--- src/rtl/asin_lut_search.sv ---
// Inverse sine lookup: binary search for the largest angle index whose
// LUT value does not exceed the requested sine magnitude.
module asin_lut_search #(
    parameter int unsigned DEG_W   = 10,
    parameter int unsigned VAL_W   = 10,
    parameter int unsigned MAX_DEG = 899,
    parameter int unsigned LUT_LAT = 1
) (
    input  logic             clk,
    input  logic             rst,
    input  logic             in_valid,
    output logic             in_ready,
    input  logic [VAL_W-1:0] in_value,
    output logic             out_valid,
    input  logic             out_ready,
    output logic [DEG_W-1:0] out_degree,
    output logic [DEG_W-1:0] lut_degree,
    input  logic [VAL_W-1:0] lut_value
);

    localparam int unsigned CNT_W = (LUT_LAT < 2) ? 1 : $clog2(LUT_LAT + 1);

    typedef enum logic [2:0] {
        S_IDLE,
        S_ISSUE,
        S_WAIT,
        S_COMPARE,
        S_DONE
    } state_t;

    state_t           state_q, state_d;
    logic [DEG_W-1:0] lo_q, lo_d;
    logic [DEG_W-1:0] hi_q, hi_d;
    logic [VAL_W-1:0] target_q, target_d;
    logic [CNT_W-1:0] cnt_q, cnt_d;
    logic             in_ready_q, in_ready_d;
    logic             out_valid_q, out_valid_d;
    logic [DEG_W-1:0] out_degree_q, out_degree_d;
    logic [DEG_W-1:0] lut_degree_q, lut_degree_d;
    logic [DEG_W:0]   sum_c;
    logic [DEG_W-1:0] mid_c;

    assign in_ready   = in_ready_q;
    assign out_valid  = out_valid_q;
    assign out_degree = out_degree_q;
    assign lut_degree = lut_degree_q;

    // State and datapath registers; reset aborts any search in progress.
    always_ff @(posedge clk or posedge rst) begin
        if (rst) begin
            state_q      <= S_IDLE;
            lo_q         <= '0;
            hi_q         <= '0;
            target_q     <= '0;
            cnt_q        <= '0;
            in_ready_q   <= 1'b1;
            out_valid_q  <= 1'b0;
            out_degree_q <= '0;
            lut_degree_q <= '0;
        end else begin
            state_q      <= state_d;
            lo_q         <= lo_d;
            hi_q         <= hi_d;
            target_q     <= target_d;
            cnt_q        <= cnt_d;
            in_ready_q   <= in_ready_d;
            out_valid_q  <= out_valid_d;
            out_degree_q <= out_degree_d;
            lut_degree_q <= lut_degree_d;
        end
    end

    // Search sequencing; mid rounds up so lo=mid always makes progress.
    always_comb begin
        state_d      = state_q;
        lo_d         = lo_q;
        hi_d         = hi_q;
        target_d     = target_q;
        cnt_d        = cnt_q;
        in_ready_d   = in_ready_q;
        out_valid_d  = out_valid_q;
        out_degree_d = out_degree_q;
        lut_degree_d = lut_degree_q;
        sum_c        = {1'b0, lo_q} + {1'b0, hi_q} + (DEG_W + 1)'(1);
        mid_c        = sum_c[DEG_W:1];

        case (state_q)
            S_IDLE: begin
                if (in_valid) begin
                    target_d   = in_value;
                    lo_d       = '0;
                    hi_d       = DEG_W'(MAX_DEG);
                    in_ready_d = 1'b0;
                    state_d    = S_ISSUE;
                end
            end
            S_ISSUE: begin
                if (lo_q == hi_q) begin
                    out_degree_d = lo_q;
                    out_valid_d  = 1'b1;
                    state_d      = S_DONE;
                end else begin
                    lut_degree_d = mid_c;
                    cnt_d        = CNT_W'(LUT_LAT);
                    state_d      = S_WAIT;
                end
            end
            S_WAIT: begin
                cnt_d = cnt_q - CNT_W'(1);
                if (cnt_q == CNT_W'(1)) begin
                    state_d = S_COMPARE;
                end
            end
            S_COMPARE: begin
                if (lut_value <= target_q) begin
                    lo_d = lut_degree_q;
                end else begin
                    hi_d = lut_degree_q - DEG_W'(1);
                end
                state_d = S_ISSUE;
            end
            S_DONE: begin
                if (out_ready) begin
                    out_valid_d = 1'b0;
                    in_ready_d  = 1'b1;
                    state_d     = S_IDLE;
                end
            end
            default: begin
                state_d = S_IDLE;
            end
        endcase
    end

endmodule
--- config.mk ---
export PLATFORM = sky130hd
export DESIGN_NAME = asin_lut_search
export DESIGN_NICKNAME = d
export VERILOG_FILES = /design/src/rtl/asin_lut_search.sv
export SDC_FILE = /design/constraint.sdc
export NUM_CORES = 1
export LEC_CHECK = 0
export CAP_MARGIN = 10
export CORE_MARGIN = 8
export CORE_UTILIZATION = 37
export DETAILED_ROUTE_END_ITERATION = 16
export PLACE_DENSITY = 0.64
export RECOVER_POWER = 100
export SLEW_MARGIN = 25
export SYNTH_ARGS = -nofsm -noshare
export SYNTH_HDL_FRONTEND = slang
export SYNTH_SLANG_ARGS = --single-unit
--- constraint.sdc ---
create_clock -name clk -period 6.71 [get_ports clk]
set_clock_uncertainty 0.1 [all_clocks]
set_input_delay 1.0065 -clock clk [delete_from_list [all_inputs] [get_ports clk]]
set_output_delay 1.0065 -clock clk [all_outputs]
set_load 0.005 [all_outputs]
# [Word level (Yosys, flattened, before mapping)]
# Cells that the tools add are included.
[op_classes] add_sub_neg=4 n_lt_le_gt_ge=1 n_eq_ne=12 muxes=19 n_bitwise=1 reduce_logical=14
[ops] cell="10-bit two-way mux" n=4
[ops] cell="10-bit one-hot mux with 2 select lines" n=2
[ops] cell="3-bit one-hot mux with 5 select lines" n=1
[ops] cell="3-bit AND reduction" n=5
[ops] cell="2-bit != test, second input constant" n=7
[ops] cell="3-bit two-way mux" n=4
[ops] cell="10-bit by 10-bit adder with 11-bit output" n=1
[ops] cell="11-bit by 1-bit adder with 11-bit output, second input constant" n=1
[ops] cell="10-bit == test" n=1
[ops] cell="10-bit <= comparator" n=1
[ops] cell="10-bit by 1-bit subtractor with 10-bit output, second input constant" n=1
[ops] cell="2-bit AND reduction" n=4
[ops] cell="2-bit nonzero test" n=4
[ops] cell="3-bit by 2-bit == test with 1-bit output, second input constant" n=2
[ops] cell="1-bit one-hot mux with 2 select lines" n=3
[ops] cell="1-bit two-way mux" n=5
[ops] cell="3-bit by 1-bit == test with 1-bit output, second input constant" n=1
[ops] cell="3-bit == test, second input constant" n=1
[ops] cell="3-bit zero test" n=1
[ops] cell="1-bit NOT" n=1
[ops] cell="1-bit subtractor, second input constant" n=1
[word_totals] ff_bits=56 out_inout_bits=22

# [Depth between registers and ports, before layout]
# Gate-level depths: netlist of run 1.
[logic_depth] depth_word=3 depth_mapped=9

# [Worst setup path before layout of run 1]
# No wires, ideal clock.
[synth_path] path_type="input-to-reg" from="in lut_value[5]" to="reg lo_q[4]" setup_ps=121 arrival_ps=2558 required_ps=6489 slack_ps=3931 stages=6 n_path_buf=0 cell_sequence="ha_1 > a21oi_1 > o21ai_0 > a2111oi_2 > o21ai_1 > a22o_1"
[synth_via] elab_chain_len=3
[synth_lines] element="start: declaration" line_no="18" text="input logic [VAL_W-1:0] lut_value"
[synth_lines] element="10-bit <= comparator" line_no="115" text="if (lut_value <= target_q) begin"
[synth_lines] element="2-bit != test (no line)"
[synth_lines] element="3-bit AND reduction (no line)"
[synth_lines] element="end signal: assignment" line_no="62" text="lo_q <= lo_d;"
[synth_lines] element="end: declaration" line_no="32" text="logic [DEG_W-1:0] lo_q, lo_d;"
# Every way passes these cells.
# A chain may end at the register's enable or synchronous reset.

==> out/metrics.yaml, run 1 <==
whs_endpoint: "out_degree[9]"
syn_inst: 303
core_area_mm2: 0.00818
fin_setup_tns_ns: 0
syn-cell-area_mm2: 0.00309
leakagePower_nw: 1.61
ctsRootBufferMaster: "clkbuf_8"
grt_pass1_vias: 2431
clock_path_buffers: 2
final_cell_area_mm2: 0.00363
r2r_end: "lut_degree[6]"
ys_seq_elements: 56
drt_iter0_drc: 62
clk_pin_slew_worst_paths_ns: 0.10
rows: 33
synth_ff_type: "dfrtp_1"
r2r_start: "lo_q[1]"
ios: 46
vias: 2308
finalHoldViolations: 0
post_cts_hold_buffer_count: 0
drv_slew: 77
initial_utilization_pct: 37.8
yosysTopAreaCell: "dfrtp_1"
synthArstFlopShare_pct: 100
seq_area_frac_synth_pct: 45.4
cts_made_buffers: 5
portBuffers: 45
post_cts_buffers: 0
grt_overflow_total: 0
power.density_mw_per_mm2: 405
clkSinkCount: 56
ff2ff_setup_slack_ns: 2.59
syn_avg_cell_area_um2: 10.2
clk-insertion-delay-late_ns: 0.31
drtAntennaViolNets: 0
yosys.area_share.adder_pct: 9.15
ys_top_cells_by_area: "dfrtp_1 45%, ha_1 8.5%, o21ai_0 4.2%"
ys_types: 47
synth_top_area_share_pct: 44.6
ir_worst_vdd_v: 0.000136
cts_resized: 0
die-area_mm2: 0.0115
via_per_inst: 5.11
synthSimpleGateAreaFrac_pct: 14.7
fin_crit_ns: 4.13
outcome: "complete, but fails checks"
syn_nets: 349
startpoint: "rst"
r2r.worst_path.cells: 4
wl_per_cell_um: 15.5
arrival_ns: 3.79
yosysMostFrequentCell: "dfrtp_1"
grt_setup_unrepaired: "false"
min_path_type: "flip-flop to flip-flop"
antenna_found_initial: 0
crit_type: "primary input to asynchronous set/reset pin"
die_h_um: 107
path_max_fanout: 56
worst_pin_slew_ns: 3.09
grt.total_usage_pct: 12.9
slew_headroom_pct: -106
start_kind: "primary input"
violations: "capacitance limit, slew limit"
finalCritPeriodShare_pct: 61.6
nNetsFinal: 392
hold_slack_ns: 0.397
grt_max_degree: 57
first_pass_iters: 4
min_from: "out_degree[9]"
drc: 0
yosysWarnings: 0
setup_violations: 0
htreeDepth: 2
grt_pass1_wl_mm: 12.1
die_w_um: 107
place.gp.congestion: 0.881
cp-end-kind: "asynchronous set/reset pin"
synth-edff-count: 0
antenna_cells: 0
dpl_cell_area_mm2: 0.00363
syn2layout_area_growth_pct: 17.7
synth_top_family_by_area: "compound AO/OA/AOI/OAI gates"
wl_mm: 7.02
hpwl_mm: 5.29
drive_above_1_share_pct: 4.32
fmax_mhz: 242
yosys-top-cells-count: "55 x dfrtp_1, 30 x nand2_1, 26 x o21ai_0, 22 x a21oi_1, 21 x ha_1"
required_ns: 6.36
muxShareOfSynthArea_pct: 4.62
fin_util_pct: 44.5
synth_compound_area_share_pct: 17.5
cts_tree: "done"
synth-xor-area-share_pct: 4.25
min_path_cells: 1
maxCapViolCount: 2
## per-layer routing
| layer | part of all wire, % | track usage (%) | wire (µm) | vias to the layer above |
|---|---|---|---|---|
| met5 | 0 | 0 | 0 | - |
| met4 | 1.0 | 3.67 | 72 | 0 |
| met3 | 4.8 | 3.11 | 336 | 7 |
| met2 | 47 | 21.2 | 3270 | 47 |
| met1 | 48 | 16.5 | 3350 | 1091 |
| li1 | - | - | - | 1163 |
## registers in the layout (all words and copies together) (netlist names)
name        count
target_q       10
in_ready        1
cnt_q           1
lut_degree     10
hi_q           10
out_degree     10
state_q         3
lo_q           10
out_valid       1
## where the power goes
part	internal [W]	switching [W]
Clock	0.0000828	0.000111
Sequential	0.000453	0.000120
Combinational	0.000313	0.000395
Total	0.000849	0.000625
## cells in the final DEF, fill, tap and decap left out, types with 2 or more instances in the layout
cell	instances
clkbuf_1	2
or4_1	3
nand2b_1	4
clkinv_2	2
a211oi_1	9
a22o_1	10
clkbuf_8	6
or3_1	3
ha_1	21
clkdlybuf4s50_1	21
xnor2_1	8
o31ai_1	2
mux2_1	8
nor2_1	16
nor3_1	6
nor2b_1	4
nand4_1	2
dlygate4sd3_1	24
o41ai_1	2
nand3_1	10
a21oi_1	22
inv_1	19
xor2_1	7
o21ai_0	28
nand2_1	31
mux2_2	2
dfrtp_1	55
## worst max-delay path, cell delays in order
cell and delay, ns:
dlygate4sd3_1 0.54, clkinv_1 0.04, clkbuf_1 2.18
## through the flow
step / power [W] / setup slack (ns) / cells
finish: 0.00147 / 2.58 / 452
global placement: 0.00131 / 3.27 / 444
global route: 0.00161 / 1.97 / 452
detailed placement: 0.00134 / 3.22 / 444
CTS: 0.00153 / 3.53 / 452
floorplan: 0.00111 / 3.93 / 303
## final cells by class
type | instances | area (µm²)
timing repair buffer | 47 | 458
clock inverter | 2 | 10.0
sequential | 56 | 1400
fill | 829 | 4540
multi-input combinational | 216 | 1480
tap | 105 | 131
clock buffer | 6 | 82.6
inverter | 20 | 75.1
## kinds of logic (layout without fill, tap and decap cells)
group                      after synthesis  after routing
AOI/OAI and AO/OA                       82             82
adders and majority gates               22             22
DFF                                     56             56
muxes                                   10             10
xor gates and xnor gates                15             15
buffers and inverters                   31             75
and+or+nand+nor                         87             87
## how the worst max path moves through the flow
stage	cells after the start	endpoint	slack [ns]
6_report	3	lo_q[3]	2.58
5_1_grt	4	lut_degree[6]	1.97
4_1_cts	7	lo_q[7]	3.53
3_5_place_dp	7	lo_q[7]	3.22
3_3_place_gp	7	lo_q[1]	3.27
2_1_floorplan	6	lo_q[4]	3.93
No activity file was read; power rests on OpenSTA's default activity.
==> inputs of run 2 (changes only) <==
==> constraint.sdc (replaced) <==
create_clock -name clk -period 4 [get_ports clk]
set_clock_uncertainty 0.1 [all_clocks]
set_input_delay 0.6 -clock clk [delete_from_list [all_inputs] [get_ports clk]]
set_output_delay 0.6 -clock clk [all_outputs]
set_load 0.005 [all_outputs]
==> run 2 against run 1 <==
The flow now finishes without violations. Final area up 1.9%. Core utilization up 0.83 points. Setup slack lost 1.8 ns. Global-route usage fell by 0.29 points. Clock power increased by 130%. First-iteration DRC count fell by 21%. Power grew 77%. Critical endpoint is now out_degree[6]. Largest cell class unchanged.
==> out/metrics.yaml, run 2 (synthesis results as in run 1) <==
first_pass_iters: 4  # unchanged
drive_above_1_share_pct: 4.90  # +0.58 points
syn2layout_area_growth_pct: 19.8
setup_violations: 0  # unchanged
hold_slack_ns: 0.395  # -0.00118 ns
drt_iter0_drc: 49  # -21%
drc: 0  # unchanged
grt_setup_unrepaired: "false"
crit_type: "flip-flop to flip-flop"
worst_pin_slew_ns: 1.03  # -2.06 ns
dp_slack_ns: 0.906  # -2.32 ns
nNetsFinal: 392  # unchanged
portBuffers: 45  # unchanged
fin_crit_ns: 3.23
required_ns: 4.11  # -2.25 ns
ios: 46  # unchanged
finalHoldViolations: 0  # unchanged
htreeDepth: 2  # unchanged
mostFrequentLayoutCells: "55 x dfrtp_1, 31 x nand2_1, 27 x o21ai_0"
ir_worst_vdd_v: 0.000224  # +64%
start_kind: "flip-flop"
die_w_um: 107  # unchanged
post_cts_hold_buffer_count: 0  # unchanged
r2r_start: "lo_q[1]"
clock_path_buffers: 2  # unchanged
min_from: "out_degree[0]"
ff2ff_setup_slack_ns: 0.77  # -1.82 ns
drtAntennaViolNets: 0  # unchanged
cp-end-kind: "flip-flop"
placed_cells: 444  # unchanged
core_area_mm2: 0.00818  # unchanged
place.gp.congestion: 0.883  # +0.19%
clk-insertion-delay-late_ns: 0.32  # about the same
wl_mm: 6.90  # -1.8%
path_max_fanout: 11  # -80%
die_h_um: 107  # unchanged
antenna_cells: 0  # unchanged
hpwl_mm: 5.33  # +0.70%
arrival_ns: 3.34  # -0.45 ns
vias: 2342  # +1.5%
via_per_inst: 5.18  # +1.5%
clkSinkCount: 56  # unchanged
fin_cells: 452  # unchanged
fmax_mhz: 309
outcome: "finished, final reports clean"
slew_headroom_pct: 31.4  # +140 points
startpoint: "lo_q[1]"
post_cts_buffers: 0  # unchanged
final_common_cell: "dfrtp_1"
grt.total_usage_pct: 12.6  # -0.29 points
rows: 33  # unchanged
fin_setup_tns_ns: 0  # unchanged
grt_pass1_wl_mm: 11.8  # -2.3%
grt_max_degree: 31  # -46%
cts_tree: "done"
grt_overflow_total: 0  # unchanged
drv_slew: 0  # -100%
min_path_type: "flip-flop to flip-flop"
maxCapViolCount: 0  # -2
cts_resized: 0  # unchanged
setup_slack_ns: 0.766  # -1.81 ns
ctsRootBufferMaster: "clkbuf_8"
clk_pin_slew_worst_paths_ns: 0.11  # about the same
grt_pass1_vias: 2409  # -0.90%
finalCritPeriodShare_pct: 80.8
leakagePower_nw: 1.65  # +2.1%
cts_made_buffers: 5  # unchanged
wl_per_cell_um: 15.3  # -1.8%
initial_utilization_pct: 37.8  # unchanged
antenna_found_initial: 0  # unchanged
die-area_mm2: 0.0115  # unchanged
power.density_mw_per_mm2: 705  # +74%
run 2: power breakdown:
| part | switching, W | leakage, nW | internal, W |
|---|---|---|---|
| combinational | 0.000670 | 0.877 | 0.000532 |
| clock | 0.000194 | 0.0687 | 0.000252 |
| sequential | 0.000200 | 0.699 | 0.000760 |
run 2: critical path, stage by stage (launching register included):
cell and delay [ns]:
dfrtp_1 0.46, ha_1 0.35, or4_1 0.61, nor4_1 0.64, nand2_1 0.51, mux2_1 0.45
run 2: cell type report:
class / count / area (µm²)
fillers: 793 / 4470
multi-input cells: 216 / 1490
flip-flops and latches: 56 / 1400
repair buffers: 47 / 462
well taps: 105 / 131
inverters: 20 / 75.1
clock buffers: 5 / 68.8
clock inverters: 3 / 68.8
run 2: per-stage QoR:
stage	cell area (µm²)	power [W]	util, %
4_1_cts	3760	0.00269	46.0
3_5_place_dp	3630	0.00224	44.4
5_1_grt	3700	0.00283	45.3
3_3_place_gp	3630	0.00221	44.4
6_report	3700	0.00261	45.3
2_1_floorplan	3090	0.00186	-
run 2: metal layers:
layer | routed length, µm | track usage [%] | vias to the layer above
met5 | 0 | 0 | -
met4 | 83 | 3.96 | 0
met3 | 385 | 3.17 | 8
met2 | 3170 | 19.9 | 50
met1 | 3260 | 16.6 | 1110
li1 | - | - | 1174
run 2: final timing paths:
kind | cells past startpoint | endpoint
hold reg to reg | 2 | out_degree[0]
max in group asynchronous | 3 | in_ready
min in group asynchronous | 2 | lo_q[5]
setup reg to reg | 5 | out_degree[6]
setup / recovery | 5 | out_degree[6]
hold / removal | 2 | out_degree[0]
